`config.mk`:
```
export PLATFORM = sky130hd
export DESIGN_NAME = img_stream_flat
export DESIGN_NICKNAME = d
export VERILOG_FILES = /design/src/rtl/img_stream_if.sv /design/src/rtl/img_stream.sv /design/src/flat_wrapper.sv
export SDC_FILE = /design/constraint.sdc
export NUM_CORES = 1
export LEC_CHECK = 0
export ABC_AREA = 1
export BUFFER_PORTS_ARGS = -buffer_cell sky130_fd_sc_hd__buf_2
export CAP_MARGIN = 30
export CORE_ASPECT_RATIO = 1.75
export CORE_MARGIN = 2
export CORE_UTILIZATION = 24
export CTS_CLUSTER_SIZE = 24
export DETAILED_ROUTE_END_ITERATION = 10
export HOLD_SLACK_MARGIN = 0.15
export PLACE_DENSITY = 0.42
export REMOVE_ABC_BUFFERS = 1
export SYNTH_ARGS = -nofsm -noshare
export SYNTH_HDL_FRONTEND = slang
export SYNTH_SLANG_ARGS = --single-unit
```
`constraint.sdc`:
```
create_clock -name clk -period 7.2 [get_ports clk]
set_clock_uncertainty 0.1 [all_clocks]
set_input_delay 1.44 -clock clk [delete_from_list [all_inputs] [get_ports clk]]
set_output_delay 1.44 -clock clk [all_outputs]
set_load 0.02 [all_outputs]
```
`src/rtl/img_stream_if.sv`:
```
// Memory read port and pixel output stream of img_stream.
// The master side is the streamer; the slave side is the ROM plus the downstream sink.
interface img_stream_if #(
   parameter int DATA_W = 8,
   parameter int ADDR_W = 10
) ();
   logic              mem_rd;
   logic [ADDR_W-1:0] mem_addr;
   logic [DATA_W-1:0] mem_din;
   logic [DATA_W-1:0] dout;
   logic              dout_vld;
   logic              dout_ready;
   logic              sof;
   logic              eol;
   logic              eof;

   modport master (
      output mem_rd, mem_addr, dout, dout_vld, sof, eol, eof,
      input  mem_din, dout_ready
   );

   modport slave (
      input  mem_rd, mem_addr, dout, dout_vld, sof, eol, eof,
      output mem_din, dout_ready
   );
endinterface

```
`src/rtl/img_stream.sv`:
```
// Streams one frame of pixels from a 1-cycle synchronous ROM with valid/ready output,
// paced to one pixel every INTERVAL cycles, with optional looping and abort.
module img_stream #(
   parameter int DATA_W     = 8,
   parameter int IMG_W      = 28,
   parameter int IMG_H      = 28,
   parameter int NUM_FRAMES = 1,
   parameter int INTERVAL   = 13,
   parameter int ADDR_W     = 10,
   localparam int FS_W      = (NUM_FRAMES > 1) ? $clog2(NUM_FRAMES) : 1
) (
   input  logic            clk,
   input  logic            rst,
   input  logic            start,
   input  logic            abort,
   input  logic            loop_en,
   input  logic [FS_W-1:0] frame_sel,
   img_stream_if.master    bus,
   output logic            busy,
   output logic            done,
   output logic            err
);
   localparam int FRAME_PIX = IMG_W * IMG_H;
   localparam int PIX_W     = (FRAME_PIX > 1) ? $clog2(FRAME_PIX) : 1;
   localparam int COL_W     = (IMG_W > 1) ? $clog2(IMG_W) : 1;
   localparam int GAP_N     = INTERVAL - 3;
   localparam int GAP_W     = (GAP_N > 1) ? $clog2(GAP_N) : 1;

   typedef enum logic [2:0] {S_IDLE, S_RD, S_LAT, S_VLD, S_GAP} state_t;
   localparam state_t S_PACE = (INTERVAL > 3) ? S_GAP : S_RD;

   state_t            r_state, w_nxt;
   logic [PIX_W-1:0]  r_pix, w_pix_nxt;
   logic [COL_W-1:0]  r_col, w_col_nxt;
   logic [ADDR_W-1:0] r_base, w_base_nxt;
   logic [GAP_W-1:0]  r_gap;
   logic              w_acc, w_last, w_sel_ok, w_done_nxt, w_err_nxt;

   logic              r_mem_rd, r_vld, r_sof, r_eol, r_eof, r_done, r_err;
   logic [ADDR_W-1:0] r_mem_addr;
   logic [DATA_W-1:0] r_dout;

   assign w_acc    = (r_state == S_VLD) && bus.dout_ready;
   assign w_last   = (r_pix == PIX_W'(FRAME_PIX - 1));
   assign w_sel_ok = (32'(frame_sel) < NUM_FRAMES);

   always_comb begin
      w_nxt      = r_state;
      w_pix_nxt  = r_pix;
      w_col_nxt  = r_col;
      w_base_nxt = r_base;
      w_done_nxt = 1'b0;
      w_err_nxt  = 1'b0;
      case (r_state)
         S_IDLE: begin
            if (start && !abort) begin
               if (w_sel_ok) begin
                  w_nxt      = S_RD;
                  w_pix_nxt  = '0;
                  w_col_nxt  = '0;
                  w_base_nxt = ADDR_W'(32'(frame_sel) * FRAME_PIX);
               end else begin
                  w_err_nxt = 1'b1;
               end
            end
         end
         S_RD:  w_nxt = S_LAT;
         S_LAT: w_nxt = S_VLD;
         S_VLD: begin
            if (w_acc) begin
               if (w_last) begin
                  w_pix_nxt  = '0;
                  w_col_nxt  = '0;
                  w_done_nxt = 1'b1;
                  w_nxt      = loop_en ? S_PACE : S_IDLE;
               end else begin
                  w_pix_nxt = r_pix + 1'b1;
                  w_col_nxt = (r_col == COL_W'(IMG_W - 1)) ? '0 : r_col + 1'b1;
                  w_nxt     = S_PACE;
               end
            end
         end
         S_GAP:   if (r_gap == '0) w_nxt = S_RD;
         default: w_nxt = S_IDLE;
      endcase
      // Abort overrides everything, including the done of a final beat accepted this cycle.
      if (abort && (r_state != S_IDLE)) begin
         w_nxt      = S_IDLE;
         w_done_nxt = 1'b0;
      end
   end

   always_ff @(posedge clk or posedge rst) begin
      if (rst) begin
         r_state <= S_IDLE;
         r_pix   <= '0;
         r_col   <= '0;
         r_base  <= '0;
         r_gap   <= '0;
      end else begin
         r_state <= w_nxt;
         r_pix   <= w_pix_nxt;
         r_col   <= w_col_nxt;
         r_base  <= w_base_nxt;
         if ((w_nxt == S_GAP) && (r_state != S_GAP)) r_gap <= GAP_W'(GAP_N - 1);
         else if (r_state == S_GAP)                  r_gap <= r_gap - 1'b1;
      end
   end

   // Outputs are registered from the next state so they line up with the state they describe.
   always_ff @(posedge clk or posedge rst) begin
      if (rst) begin
         r_mem_rd   <= 1'b0;
         r_mem_addr <= '0;
         r_dout     <= '0;
         r_vld      <= 1'b0;
         r_sof      <= 1'b0;
         r_eol      <= 1'b0;
         r_eof      <= 1'b0;
         r_done     <= 1'b0;
         r_err      <= 1'b0;
      end else begin
         r_mem_rd <= (w_nxt == S_RD);
         if (w_nxt == S_RD) r_mem_addr <= w_base_nxt + ADDR_W'(w_pix_nxt);
         if (r_state == S_LAT) r_dout <= bus.mem_din;
         r_vld <= (w_nxt == S_VLD);
         if (w_nxt != S_VLD) begin
            r_sof <= 1'b0;
            r_eol <= 1'b0;
            r_eof <= 1'b0;
         end else if (r_state == S_LAT) begin
            r_sof <= (r_pix == '0);
            r_eol <= (r_col == COL_W'(IMG_W - 1));
            r_eof <= w_last;
         end
         r_done <= w_done_nxt;
         r_err  <= w_err_nxt;
      end
   end

   assign bus.mem_rd   = r_mem_rd;
   assign bus.mem_addr = r_mem_addr;
   assign bus.dout     = r_dout;
   assign bus.dout_vld = r_vld;
   assign bus.sof      = r_sof;
   assign bus.eol      = r_eol;
   assign bus.eof      = r_eof;
   assign busy         = (r_state != S_IDLE);
   assign done         = r_done;
   assign err          = r_err;
endmodule

```
`src/flat_wrapper.sv`:
```
// flat-port wrapper written by rule: the top's interface ports become plain ports
module img_stream_flat 
#(
   parameter int DATA_W     = 8,
   parameter int IMG_W      = 28,
   parameter int IMG_H      = 28,
   parameter int NUM_FRAMES = 1,
   parameter int INTERVAL   = 13,
   parameter int ADDR_W     = 10,
   localparam int FS_W      = (NUM_FRAMES > 1) ? $clog2(NUM_FRAMES) : 1
)
  (clk, rst, start, abort, loop_en, frame_sel, busy, done, err, bus_mem_rd, bus_mem_addr, bus_dout, bus_dout_vld, bus_sof, bus_eol, bus_eof, bus_mem_din, bus_dout_ready);
  img_stream_if #(.DATA_W(DATA_W), .ADDR_W(ADDR_W)) bus_i ();
  input  logic clk;
  input  logic rst;
  input  logic start;
  input  logic abort;
  input  logic loop_en;
  input  logic [FS_W-1:0] frame_sel;
  output logic busy;
  output logic done;
  output logic err;
  output wire logic [$bits(bus_i.mem_rd)-1:0] bus_mem_rd;
  output wire logic [$bits(bus_i.mem_addr)-1:0] bus_mem_addr;
  output wire logic [$bits(bus_i.dout)-1:0] bus_dout;
  output wire logic [$bits(bus_i.dout_vld)-1:0] bus_dout_vld;
  output wire logic [$bits(bus_i.sof)-1:0] bus_sof;
  output wire logic [$bits(bus_i.eol)-1:0] bus_eol;
  output wire logic [$bits(bus_i.eof)-1:0] bus_eof;
  input wire logic [$bits(bus_i.mem_din)-1:0] bus_mem_din;
  input wire logic [$bits(bus_i.dout_ready)-1:0] bus_dout_ready;
  assign bus_mem_rd = bus_i.mem_rd;
  assign bus_mem_addr = bus_i.mem_addr;
  assign bus_dout = bus_i.dout;
  assign bus_dout_vld = bus_i.dout_vld;
  assign bus_sof = bus_i.sof;
  assign bus_eol = bus_i.eol;
  assign bus_eof = bus_i.eof;
  assign bus_i.mem_din = bus_mem_din;
  assign bus_i.dout_ready = bus_dout_ready;
  img_stream #(.DATA_W(DATA_W), .IMG_W(IMG_W), .IMG_H(IMG_H), .NUM_FRAMES(NUM_FRAMES), .INTERVAL(INTERVAL), .ADDR_W(ADDR_W)) u_core (.clk(clk), .rst(rst), .start(start), .abort(abort), .loop_en(loop_en), .frame_sel(frame_sel), .bus(bus_i), .busy(busy), .done(done), .err(err));
endmodule
```
# Yosys cells after proc, flatten, opt, wreduce, memory -nomap -nowiden
# Index checks and enable logic that the tools add are counted.
[totals] word_cells=84 inputBits=15 ff_bits=57 out_inout_bits=26
[op_classes] add_sub_neg=4 n_mul=1 n_reduce_logical=13 magnitude_cmp=1 n_eq_ne=14 mux=37
[op_table] cell="$mux W10" n=7
[op_table] cell="$mux W5" n=5
[op_table] cell="$mux W3" n=7
[op_table] cell="$pmux W10 S2" n=1
[op_table] cell="$pmux W3 S5" n=1
[op_table] cell="$mux W1" n=13
[op_table] cell="$add A10 B1 Y10 const B" n=1
[op_table] cell="$add A10 B10 Y10" n=1
[op_table] cell="$eq A10 B10 Y1 const B" n=1
[op_table] cell="$logic_not A10 Y1" n=1
[op_table] cell="$pmux W5 S2" n=1
[op_table] cell="$eq A3 B2 Y1 const B" n=3
[op_table] cell="$mux W4" n=2
[op_table] cell="$eq A3 B1 Y1 const B" n=2
[op_table] cell="$eq A3 B3 Y1 const B" n=2
[op_table] cell="$mul A1 B6 Y6 const B" n=1
[op_table] cell="$ne A2 B1 Y1 const B" n=3
[op_table] cell="$reduce_bool A2 Y1" n=3
[op_table] cell="$add A5 B1 Y5 const B" n=1
[op_table] cell="$eq A5 B5 Y1 const B" n=1
[op_table] cell="$logic_and A1 B1 Y1" n=4
[op_table] cell="$logic_not A4 Y1" n=1
[op_table] cell="$reduce_and A4 Y1" n=1
[op_table] cell="$sub A4 B1 Y4 const B" n=1
[op_table] cell="6 further kinds" n=6

# Logic depth before layout (Yosys ltp)
[logic_depth] ltp_word=8 mapped_depth=20

# Worst setup path before layout
# OpenSTA, ideal clock, no wires.
[synth_path] kind="in2reg" from="input abort" to="register u_core.r_mem_addr[5], in the netlist u_core.bus.mem_addr[5]" arrival_time_ns=3.453 slack_ns=3.525 stages=16 t_required_ns=6.977 path_cell_list="inv_1 -> nand3b_1 -> nor2_4 -> buf_6 -> nor2_2 -> clkinv_2 -> nand2_4 -> clkinv_2 -> o21ai_0 -> ha_1 -> nand3_1 -> nand2_1 -> a21o_1 -> a21oi_1 -> xor2_1 -> o21ai_1"
[synth_rtl] item="start: declaration" line_no="flat_wrapper.sv:17" source="input logic abort;"
[synth_rtl] item="$logic_not A1 Y1" line_no="img_stream.sv:56" source="if (start && !abort) begin"
[synth_rtl] item="$logic_and A1 B1 Y1" line_no="img_stream.sv:56"
[synth_rtl] item="$mux W10" line_no="img_stream.sv:56"
[synth_rtl] item="$pmux W10 S2" line_no="img_stream.sv:54" source="case (r_state)"
[synth_rtl] item="via u_core.w_pix_nxt[1]" line_no="img_stream.sv:33" source="logic [PIX_W-1:0] r_pix, w_pix_nxt;"
[synth_rtl] item="$add A10 B10 Y10" line_no="img_stream.sv:124" source="if (w_nxt == S_RD) r_mem_addr <= w_base_nxt + ADDR_W'(w_pix_nxt);"
[synth_rtl] item="end signal: assignment" line_no="img_stream.sv:124"
[synth_rtl] item="end: declaration" line_no="img_stream.sv:40" source="logic [ADDR_W-1:0] r_mem_addr;"
# The timed path passes the listed nets, and every way through them passes these cells.
# A chain may end at the register's enable or synchronous reset.

# Final worst setup path
[layout_path] from="input abort" to="register u_core.r_mem_addr[6], in the netlist u_core.bus.mem_addr[6]"
# The elaborated chain is that of the path after synthesis.

==> flow_summary_export.csv <==
group,metric,value,unit
outcome,status,"complete, no violations",
critical_path,r2r-end,"u_core.bus.mem_addr[6]",
synth,synth_top_family_by_area,"simple AND/OR/NAND/NOR gates",
timing,holdWs,361,ps
critical_path,reg2reg_slack,4180,ps
timing,timing.slew.headroom,50.0,%
global_route,track_usage,11.9,%
clock_network,cts_resized,0,
critical_path,r2r_start,"u_core.r_state[0]",
critical_path,crit_path_max_fanout,11,
power_and_ir_drop,power_density,347,nW/um^2
clock_network,cts.sinks,57,
floorplan,row_count,54,
critical_path,cpPeakStageDelay,410,ps
power_and_ir_drop,ir_drop,124,uV
synth,synthFlopType,"dfrtp_1",
layout,drive_gt1_share,24.0,%
placed_design,io_buffers,40,
clock_network,htree_levels,3,
placed_design,place_area,3420,sq um
global_route,antenna_found_initial,0,
flow_run,drv_cap,0,
critical_path,reg2regPathDepth,16,
synth,syn_area_per_cell,8.64,sq um
floorplan,io_pins,41,
routing,wl,7.46,mm
synth,yosys-top-cells-area,"dfrtp_1, nand2_1, inv_1, ha_1, a21oi_1",
clock_network,root_buffer,"clkbuf_16",
critical_path,path_cells,"buf_2, inv_1, nand3b_1, nor2_4, nor2_2, clkinv_2, nand2_4, nor2_1, a21oi_1, ha_1, fa_1, nand3_1, nand2_1, a21oi_1, o21ai_0, xor2_1, o21ai_1",
global_route,grt_pass1_vias,2467,
floorplan,die_w,89.0,um
critical_path,start_kind,"input pin",
floorplan,die_h,153,um
floorplan,die_area,13600,sq um
global_route,grt-ovfl-total,0,
synth,synth_adder_area_share,6.03,%
synth,async_reset_ff_share,100,%
synth,syn-cell-area,3030,sq um
timing,worst_pin_slew,750,ps
synth,synth_mux_area_share,0,%
timing,setup_viol,0,
synth,synth_edf_count,0,
synth,synth_simple_gate_area_share,24.6,%
synth,netlist.area_leader.share,47.0,%
timing,hold_viol_final,0,
worst_hold_path,min_path_cells,2,
synth,yosysTopAreaCell,"dfrtp_1",
synth,synth_seq_cells,57,
clock_network,cts_hold_buf,0,
power_and_ir_drop,leakage,1.90,nW
floorplan,core_region_area,12400,sq um
synth,synth_common_cells,"nand2_1, dfrtp_1, inv_1",
synth,synth_cell_types,39,
timing,finalCriticalPeriod,3730,ps
timing,fmax,268,MHz
worst_hold_path,whs_endpoint,"u_core.bus.dout[3]",
synth,synth_compound_area_share,10.4,%
routing,dr.pass1.iters,6,
layout,area_growth,22.7,%
global_route,grt_pass1_wl,12.2,mm
critical_path,crit_family,"simple AND/OR/NAND/NOR gates",
critical_path,crit_buf_inv,3,
routing,routed_via_density,4.14,
clock_network,cts_buffer_depth,2,
layout,diodes,0,
routing,ant_nets,0,
worst_hold_path,min_from,"u_core.bus.dout[3]",
synth,post_synth_inst_count,351,
placed_design,place.gp.congestion,0.803,
routing,wl_per_cell,13.0,um
timing,report.final.slew_viol_count,0,
routing,first_iter_violations,78,
routing,drc,0,
clock_network,clk_latency,330,ps
synth,yosys_warnings,0,
timing,setup-tns-final,0,ps
clock_network,cts_tree,"yes",
timing,rsz0062_at_grt,"no",
clock_network,postCtsSetupBuffers,0,
critical_path,end_kind,"flip-flop",
clock_network,clkSlewWorstSetupHoldPaths,50,ps
synth,synthMostInstantiatedCell,"nand2_1",
layout,fillers,1381,
floorplan,start_util,24.4,%
critical_path,crit_top_cell,"a21oi_1",
layout,stdcell_area,3720,sq um
worst_hold_path,hp-class,"flip-flop to flip-flop",
critical_path,crit_required,7300,ps
clock_network,cts_buffers,9,
critical_path,arrival,3820,ps
placed_design,dp_hpwl,5.75,mm
timing,finalCritPeriodShare,51.7,%
routing,vias,2374,
synth,yosysSeqAreaShare,47.0,%
synth,synth_xor_area_share,3.76,%
global_route,grt_max_degree,58,
critical_path,crit_type,"input pin to flip-flop",
critical_path,cpMaxStageDelayCell,"fa_1",
layout,nets,429,
[worst min-delay path: stages (launching register included)]
cell,delay (ps)
dfrtp_1,330
nand2_1,50
nand2_1,50
[final cells by class]
cell class	count	area, sq um	share of cell area [%]
inverters	57	216	5.82
multi-input cells	233	1360	36.4
clock buffers	10	229	6.15
clock inverters	6	67.6	1.82
flip-flops and latches	57	1430	38.3
repair buffers	42	215	5.78
well taps	168	210	5.65
[routing by layer]
| metal | vias up | share of wire (%) | global-route usage, % |
|---|---|---|---|
| li1 | 1219 | - | - |
| met1 | 1101 | 39 | 11.8 |
| met2 | 40 | 56 | 22.2 |
| met3 | 14 | 3.3 | 2.76 |
| met4 | 0 | 2.6 | 5.40 |
| met5 | - | 0 | 0 |
[cell usage in the layout (no fill, tap or decap), types with 2 or more instances in the layout]
cell type	count
clkinv_2	3
buf_2	40
nor2_4	3
a21oi_1	18
nand3_1	18
xnor2_1	5
o21ai_1	6
clkbuf_16	9
nor3_1	4
nand2_2	7
o21ai_0	7
xor2_1	8
ha_1	13
nor2_1	22
dfrtp_1	57
nor2_2	6
o22ai_1	5
a21o_1	2
inv_2	10
o21bai_1	2
nand4_1	5
clkinvlp_4	2
nand2_1	83
buf_4	2
o211ai_1	2
inv_1	44
o21ai_2	4
[cells by family after synthesis]
logic type,after synthesis
compound gates,50
xor+xnor,13
fa+ha+maj,14
buf+inv,61
flops,57
simple gates,156
[per-stage QoR]
step | utilization (%) | std cells | total power, mW | worst slack, ps
after global routing | 29.9 | 573 | 1.40 | 3160
after CTS | 29.9 | 573 | 1.32 | 3430
final | 29.9 | 573 | 1.29 | 3470
after global placement | 27.5 | 557 | 0.884 | 3130
after floorplan | - | 347 | 0.752 | 3610
after detailed placement | 27.5 | 557 | 0.887 | 3090
[worst max-delay path by stage]
stage / startpoint / endpoint / cells after the start
6_report: abort / u_core.bus.mem_addr[6] / 17
2_1_floorplan: abort / u_core.bus.mem_addr[5] / 15
3_5_place_dp: abort / u_core.bus.mem_addr[6] / 16
4_1_cts: abort / u_core.bus.mem_addr[6] / 16
5_1_grt: abort / u_core.bus.mem_addr[5] / 16
3_3_place_gp: abort / u_core.bus.mem_addr[6] / 17
[sequential cells by signal, summed over array words and instances (netlist names), 3 cells and up]
register	cells
u_core.bus.mem_addr	10
u_core.r_base	10
u_core.r_pix	10
u_core.bus.dout	8
u_core.r_col	5
u_core.r_gap	4
u_core.r_state	3
[where the power goes]
| group | leakage [nW] | switching (mW) | internal, mW |
|---|---|---|---|
| logic | 0.990 | 0.294 | 0.132 |
| registers | 0.767 | 0.0462 | 0.401 |
| clock network | 0.139 | 0.151 | 0.268 |
| total | 1.90 | 0.491 | 0.802 |
Power figures use the tool's default switching activity.
